### config.mk
export PLATFORM = sky130hd
export DESIGN_NAME = multicycle_control_fsm_flat
export DESIGN_NICKNAME = d
export VERILOG_FILES = /design/src/rtl/multicycle_control_fsm_if.sv /design/src/rtl/multicycle_control_fsm.sv /design/src/flat_wrapper.sv
export SDC_FILE = /design/constraint.sdc
export NUM_CORES = 1
export LEC_CHECK = 0
export CAP_MARGIN = 20
export CORE_MARGIN = 2
export CORE_UTILIZATION = 43
export DETAILED_ROUTE_END_ITERATION = 10
export PLACE_DENSITY = 0.81
export RECOVER_POWER = 100
export SYNTH_ARGS = -nofsm -noshare
export SYNTH_HDL_FRONTEND = slang
export SYNTH_SLANG_ARGS = --single-unit
### constraint.sdc
create_clock -name clk -period 2 [get_ports clk]
set_input_delay 0.4 -clock clk [delete_from_list [all_inputs] [get_ports clk]]
set_output_delay 0.4 -clock clk [all_outputs]
set_load 0.005 [all_outputs]
### src/rtl/multicycle_control_fsm_if.sv
// Signal bundle between the multi-cycle control unit and the datapath / data memory.
// Memory handshake: MemRead/MemWrite is the request and stays high every MEM cycle until the
// cycle that samples mem_ready=1, which completes the transfer in that same cycle.
interface multicycle_control_fsm_if;
  logic [31:0] instruction;
  logic        zero;
  logic        mem_ready;
  logic        en;
  logic        Branch;
  logic        RegDst;
  logic        regWrite;
  logic        alu_scr;
  logic [3:0]  alu_op;
  logic        MemToReg;
  logic        MemWrite;
  logic        MemRead;

  modport master (
    input  instruction, zero, mem_ready,
    output en, Branch, RegDst, regWrite, alu_scr, alu_op, MemToReg, MemWrite, MemRead
  );

  modport slave (
    output instruction, zero, mem_ready,
    input  en, Branch, RegDst, regWrite, alu_scr, alu_op, MemToReg, MemWrite, MemRead
  );
endinterface

### src/rtl/multicycle_control_fsm.sv
// Multi-cycle control unit: FETCH/DECODE/EXEC/MEM/WB sequencing, memory wait-state timeout,
// retired-instruction counter and HALT.
module multicycle_control_fsm #(
  parameter int WAIT_MAX = 15,
  parameter int CNT_W    = 32
) (
  input  logic                     clk,
  input  logic                     rst,
  input  logic                     run,
  multicycle_control_fsm_if.master bus,
  output logic                     illegal,
  output logic                     mem_error,
  output logic                     halted,
  output logic [CNT_W-1:0]         retired,
  output logic [2:0]               dbg_state_o
);

  typedef enum logic [2:0] {
    S_FETCH, S_DECODE, S_EXEC, S_MEM, S_WB, S_SKIP, S_HALT
  } state_t;

  typedef enum logic [2:0] {
    K_R, K_LW, K_SW, K_BEQ, K_ADDI, K_HALT, K_BAD
  } kind_t;

  localparam logic [3:0] ALU_AND = 4'b0000;
  localparam logic [3:0] ALU_OR  = 4'b0001;
  localparam logic [3:0] ALU_ADD = 4'b0010;
  localparam logic [3:0] ALU_SUB = 4'b0110;
  localparam logic [3:0] ALU_SLT = 4'b0111;
  localparam logic [3:0] ALU_NOR = 4'b1100;
  localparam logic [7:0] WAIT_LAST = 8'(WAIT_MAX - 1);

  state_t           state_q, state_d;
  logic [5:0]       op_q, op_d;
  logic [5:0]       funct_q, funct_d;
  logic [7:0]       wait_q, wait_d;
  logic [CNT_W-1:0] retired_q, retired_d;
  logic             mem_err_q, mem_err_d;

  kind_t      kind;
  logic [3:0] dec_aluop;
  logic       dec_regdst, dec_alusrc, dec_mtr;
  logic       sel_active;
  logic       en_c, branch_c, regwrite_c, memread_c, memwrite_c, illegal_c;
  logic       unused_instr_bits;

  assign unused_instr_bits = ^bus.instruction[25:6];

  always_ff @(posedge clk or negedge rst) begin
    if (!rst) begin
      state_q   <= S_FETCH;
      op_q      <= '0;
      funct_q   <= '0;
      wait_q    <= '0;
      retired_q <= '0;
      mem_err_q <= 1'b0;
    end else begin
      state_q   <= state_d;
      op_q      <= op_d;
      funct_q   <= funct_d;
      wait_q    <= wait_d;
      retired_q <= retired_d;
      mem_err_q <= mem_err_d;
    end
  end

  // Decode works only from the copy latched when leaving FETCH.
  always_comb begin
    kind       = K_BAD;
    dec_aluop  = ALU_AND;
    dec_regdst = 1'b0;
    dec_alusrc = 1'b0;
    dec_mtr    = 1'b0;
    case (op_q)
      6'h00: begin
        kind       = K_R;
        dec_regdst = 1'b1;
        case (funct_q)
          6'h20: dec_aluop = ALU_ADD;
          6'h22: dec_aluop = ALU_SUB;
          6'h24: dec_aluop = ALU_AND;
          6'h25: dec_aluop = ALU_OR;
          6'h27: dec_aluop = ALU_NOR;
          6'h2A: dec_aluop = ALU_SLT;
          default: begin
            kind       = K_BAD;
            dec_regdst = 1'b0;
          end
        endcase
      end
      6'h23: begin
        kind       = K_LW;
        dec_aluop  = ALU_ADD;
        dec_alusrc = 1'b1;
        dec_mtr    = 1'b1;
      end
      6'h2B: begin
        kind       = K_SW;
        dec_aluop  = ALU_ADD;
        dec_alusrc = 1'b1;
      end
      6'h04: begin
        kind      = K_BEQ;
        dec_aluop = ALU_SUB;
      end
      6'h08: begin
        kind       = K_ADDI;
        dec_aluop  = ALU_ADD;
        dec_alusrc = 1'b1;
      end
      6'h3F:   kind = K_HALT;
      default: kind = K_BAD;
    endcase
  end

  always_comb begin
    state_d    = state_q;
    op_d       = op_q;
    funct_d    = funct_q;
    wait_d     = wait_q;
    retired_d  = retired_q;
    mem_err_d  = mem_err_q;
    en_c       = 1'b0;
    branch_c   = 1'b0;
    regwrite_c = 1'b0;
    memread_c  = 1'b0;
    memwrite_c = 1'b0;
    illegal_c  = 1'b0;
    case (state_q)
      S_FETCH: begin
        if (run) begin
          state_d = S_DECODE;
          op_d    = bus.instruction[31:26];
          funct_d = bus.instruction[5:0];
        end
      end
      S_DECODE: begin
        if (kind == K_HALT) begin
          state_d = S_HALT;
        end else if (kind == K_BAD) begin
          illegal_c = 1'b1;
          state_d   = S_SKIP;
        end else begin
          state_d = S_EXEC;
        end
      end
      S_SKIP: begin
        en_c    = 1'b1;
        state_d = S_FETCH;
      end
      S_EXEC: begin
        if (kind == K_BEQ) begin
          en_c      = 1'b1;
          branch_c  = bus.zero;
          retired_d = retired_q + CNT_W'(1);
          state_d   = S_FETCH;
        end else if (kind == K_LW || kind == K_SW) begin
          wait_d  = '0;
          state_d = S_MEM;
        end else begin
          state_d = S_WB;
        end
      end
      S_MEM: begin
        memread_c  = (kind == K_LW);
        memwrite_c = (kind == K_SW);
        if (bus.mem_ready) begin
          if (kind == K_SW) begin
            en_c      = 1'b1;
            retired_d = retired_q + CNT_W'(1);
            state_d   = S_FETCH;
          end else begin
            state_d = S_WB;
          end
        end else if (wait_q == WAIT_LAST) begin
          // Last permitted wait cycle without a response: give up on the transfer.
          mem_err_d = 1'b1;
          state_d   = S_HALT;
        end else begin
          wait_d = wait_q + 8'd1;
        end
      end
      S_WB: begin
        en_c       = 1'b1;
        regwrite_c = 1'b1;
        retired_d  = retired_q + CNT_W'(1);
        state_d    = S_FETCH;
      end
      S_HALT:  state_d = S_HALT;
      default: state_d = S_FETCH;
    endcase
  end

  assign sel_active   = (state_q != S_FETCH) && (state_q != S_HALT);

  assign bus.en       = en_c;
  assign bus.Branch   = branch_c;
  assign bus.regWrite = regwrite_c;
  assign bus.MemRead  = memread_c;
  assign bus.MemWrite = memwrite_c;
  assign bus.RegDst   = sel_active & dec_regdst;
  assign bus.alu_scr  = sel_active & dec_alusrc;
  assign bus.MemToReg = sel_active & dec_mtr;
  assign bus.alu_op   = sel_active ? dec_aluop : 4'b0000;

  assign illegal      = illegal_c;
  assign mem_error    = mem_err_q;
  assign halted       = (state_q == S_HALT);
  assign retired      = retired_q;
  assign dbg_state_o  = state_q;

endmodule

### src/flat_wrapper.sv
// flat-port wrapper written by rule: the top's interface ports become plain ports
module multicycle_control_fsm_flat 
#(
  parameter int WAIT_MAX = 15,
  parameter int CNT_W    = 32
)
  (clk, rst, run, illegal, mem_error, halted, retired, dbg_state_o, bus_instruction, bus_zero, bus_mem_ready, bus_en, bus_Branch, bus_RegDst, bus_regWrite, bus_alu_scr, bus_alu_op, bus_MemToReg, bus_MemWrite, bus_MemRead);
  multicycle_control_fsm_if bus_i ();
  input  logic clk;
  input  logic rst;
  input  logic run;
  output logic illegal;
  output logic mem_error;
  output logic halted;
  output logic [CNT_W-1:0] retired;
  output logic [2:0] dbg_state_o;
  input wire logic [$bits(bus_i.instruction)-1:0] bus_instruction;
  input wire logic [$bits(bus_i.zero)-1:0] bus_zero;
  input wire logic [$bits(bus_i.mem_ready)-1:0] bus_mem_ready;
  output wire logic [$bits(bus_i.en)-1:0] bus_en;
  output wire logic [$bits(bus_i.Branch)-1:0] bus_Branch;
  output wire logic [$bits(bus_i.RegDst)-1:0] bus_RegDst;
  output wire logic [$bits(bus_i.regWrite)-1:0] bus_regWrite;
  output wire logic [$bits(bus_i.alu_scr)-1:0] bus_alu_scr;
  output wire logic [$bits(bus_i.alu_op)-1:0] bus_alu_op;
  output wire logic [$bits(bus_i.MemToReg)-1:0] bus_MemToReg;
  output wire logic [$bits(bus_i.MemWrite)-1:0] bus_MemWrite;
  output wire logic [$bits(bus_i.MemRead)-1:0] bus_MemRead;
  assign bus_i.instruction = bus_instruction;
  assign bus_i.zero = bus_zero;
  assign bus_i.mem_ready = bus_mem_ready;
  assign bus_en = bus_i.en;
  assign bus_Branch = bus_i.Branch;
  assign bus_RegDst = bus_i.RegDst;
  assign bus_regWrite = bus_i.regWrite;
  assign bus_alu_scr = bus_i.alu_scr;
  assign bus_alu_op = bus_i.alu_op;
  assign bus_MemToReg = bus_i.MemToReg;
  assign bus_MemWrite = bus_i.MemWrite;
  assign bus_MemRead = bus_i.MemRead;
  multicycle_control_fsm #(.WAIT_MAX(WAIT_MAX), .CNT_W(CNT_W)) u_core (.clk(clk), .rst(rst), .run(run), .bus(bus_i), .illegal(illegal), .mem_error(mem_error), .halted(halted), .retired(retired), .dbg_state_o(dbg_state_o));
endmodule
==> metrics.txt <==
outcome=finished, violations left; failing checks=negative setup slack; die width=87.71 um; share of layout cells above drive strength 1=0.3916; RSZ-0062 raised after global routing=yes; sequential element share of the synthesized area=0.4651; Layout area overhead=57.10%; dominant synthesized flop cell=dfrtp_1; Clock Sinks=56; critical path type=reg2out; Iteration-0 DRC Markers=162; Post-route DRC=0; PD cells=976.9 mW/mm^2; maximum clock path buffer count=2; Hold WS=458.3 ps; initial antenna violation count=0; H-Tree Depth=2; Pwr Total=4.624 mW; worst skew pair latency=320 ps; # placed instances=498; Final Hold Fails=0; nets=468; startpoint types=register; clock skew=11.22 ps; Setup Slack @ Placement=-495.1 ps; Post-synth ARST share=1.000; Final period util=1.268; Starting Density=0.4435; Clock Pin Slew Worst Setup and Hold Paths=100 ps; vias in the first global route=2720; All-Layer GR Usage=0.2168; Die Y-Extent=87.71 um; die area=0.007692 mm^2; gpl congestion=0.8893; area of the mapped netlist=0.003013 mm^2; WL per Instance=16.11 um; routed vias/inst=5.421; CTS Root Cell=clkbuf_8; WL final=8460 um; TritonCTS clock tree=built; Cell variety after synth=57; synthesized instance count=293; final worst path period need=2535 ps; Max VDD drop=0.6524 mV; Core Area=0.006794 mm^2; Slew @ Worst Pin=1371 ps; largest net degree at the start of global routing=57; critical path arrival=2140 ps; Achievable Freq=394.4 MHz; Post-synth EDFFs=0; # setup viols final=51; max_cap viols=0; Final Non-Filler Cells=525; I/O Buffers=66; commonest non-fill, non-tap cell in the layout=dfrtp_1; top-level port count=87; total CTS buffers=5; leakage=2.224 nW; Max FO, Critical Path=5; Yosys reg bits=56; n_diodes=0; Post-Synthesis Net Count=333; synth warn=0; DP Wirelength=5405 um; # fillers=489; Worst slew margin=0.08600; setup slack after layout=-535.3 ps; Core Rows=30; leading area contributor after synthesis=dfrtp_1; DRT Pass-1 Iters=4; Final ANT Viol Nets=0; Syn Area/Cell=10.28 um^2; GRT overflow=0; Req. time, crit path=1600 ps; via count=2846; max-slew violation count=0; Synth top area share=0.4651; Critical Path Sink Type=output pin; first-pass GRT wire length=13180 um; commonest cells after routing, fill and taps aside=56 x dfrtp_1, 45 x buf_4, 33 x dlygate4sd3_1; Hold WC Path Type=in2async; Synth area leaders=dfrtp_1 47%, xnor2_1 6.7%, mux2_2 4.5%, nand2_1 3.2%, o21ai_0 3.0%
## metrics by stage
step	util	setup TNS, ps	area (um^2)
CTS	0.6704	-9944	4554
detailed placement	0.6173	-9505	4194
global placement	0.6173	-7936	4194
global route	0.6967	-13360	4733
finish	0.6967	-10100	4733
floorplan	-	-7.911	3038
## worst max-delay path, stage by stage (launching register included)
cell and delay, ps:
dfrtp_1 390, or4_4 600, nor3_4 150, nor3b_4 230
nand2_1 100, buf_4 140, o22ai_2 90, buf_2 130
## registers in the layout (all words and copies together) (netlist names)
| register | cells |
|---|---|
| u_core.funct_q | 6 |
| u_core.mem_error | 1 |
| u_core.retired | 32 |
| u_core.dbg_state_o | 3 |
| u_core.wait_q | 8 |
| u_core.op_q | 6 |
## metal layers
layer  vias to the layer above  share of wire  track usage  routed length, um
met2                        74           0.52       0.3698               4421
li1                       1329              -            -                  -
met3                        17          0.031      0.03110                266
met5                         -              0            0                  0
met1                      1426           0.43       0.2815               3606
met4                         0          0.020      0.07692                165
## cell type report
class / count / area [um^2] / area share
multi-input combinational: 223 / 1852 / 0.3912
sequential: 56 / 1401 / 0.2961
timing repair buffer: 137 / 1252 / 0.2646
tap: 96 / 120.1 / 0.02538
clock buffer: 6 / 72.57 / 0.01533
inverter: 5 / 18.77 / 0.003965
clock inverter: 2 / 16.27 / 0.003436
## Yosys cell counts (all sizes together) (6+ instances only)
master and n:
mux2 12, nand3 13, and3 8, nand2 26, and2 6, nand4 12, xnor2 23, a21oi 8
nor2 19, nor3 11, dfrtp 56, o21ai 18, xor2 8
## kinds of logic (layout without fill, tap and decap cells)
logic type,count (synthesis),count (layout),synth area share
AO/OA/AOI/OAI,49,50,0.1088
XOR/XNOR,31,31,0.09012
adder cells (fa/ha/maj),3,3,0.01246
buffers and inverters,15,150,0.03073
flip-flops,56,56,0.4651
multiplexers,12,12,0.04485
AND/OR/NAND/NOR,127,127,0.2479
## path summary, 6_finish.rpt
| check | slack (ps) | endpoint | startpoint | cells after the start |
|---|---|---|---|---|
| max in group asynchronous | 700 | u_core.funct_q[0]$_DFFE_PN0P_ | rst | 2 |
| worst min register to register | 470 | u_core.mem_error$_DFFE_PN0P_ | u_core.mem_error$_DFFE_PN0P_ | 1 |
| worst max register to register | -340 | u_core.retired[31]$_DFFE_PN0P_ | u_core.op_q[0]$_DFFE_PN0P_ | 8 |
| min in group clk | 470 | u_core.mem_error$_DFFE_PN0P_ | u_core.mem_error$_DFFE_PN0P_ | 1 |
| worst min-delay path | 460 | u_core.retired[6]$_DFFE_PN0P_ | rst | 2 |
| worst max-delay path | -540 | bus_alu_op[2] | u_core.op_q[0]$_DFFE_PN0P_ | 7 |
## report_power, final
group	switching, mW	internal, mW
Clock	0.373	0.250
Sequential	0.204	1.34
Combinational	1.17	1.29
## repair_timing
action | in CTS | in global routing
endpoints found under the hold margin | 0 | 0
gates resized for setup | 99 | 46
setup buffers | 10 | 8
endpoints found under the setup margin | 56 | 55
hold buffers | 0 | 0
pin swaps | 31 | 24
gates cloned | 2 | 1
Note: power is estimated with default switching activity, not from simulation.
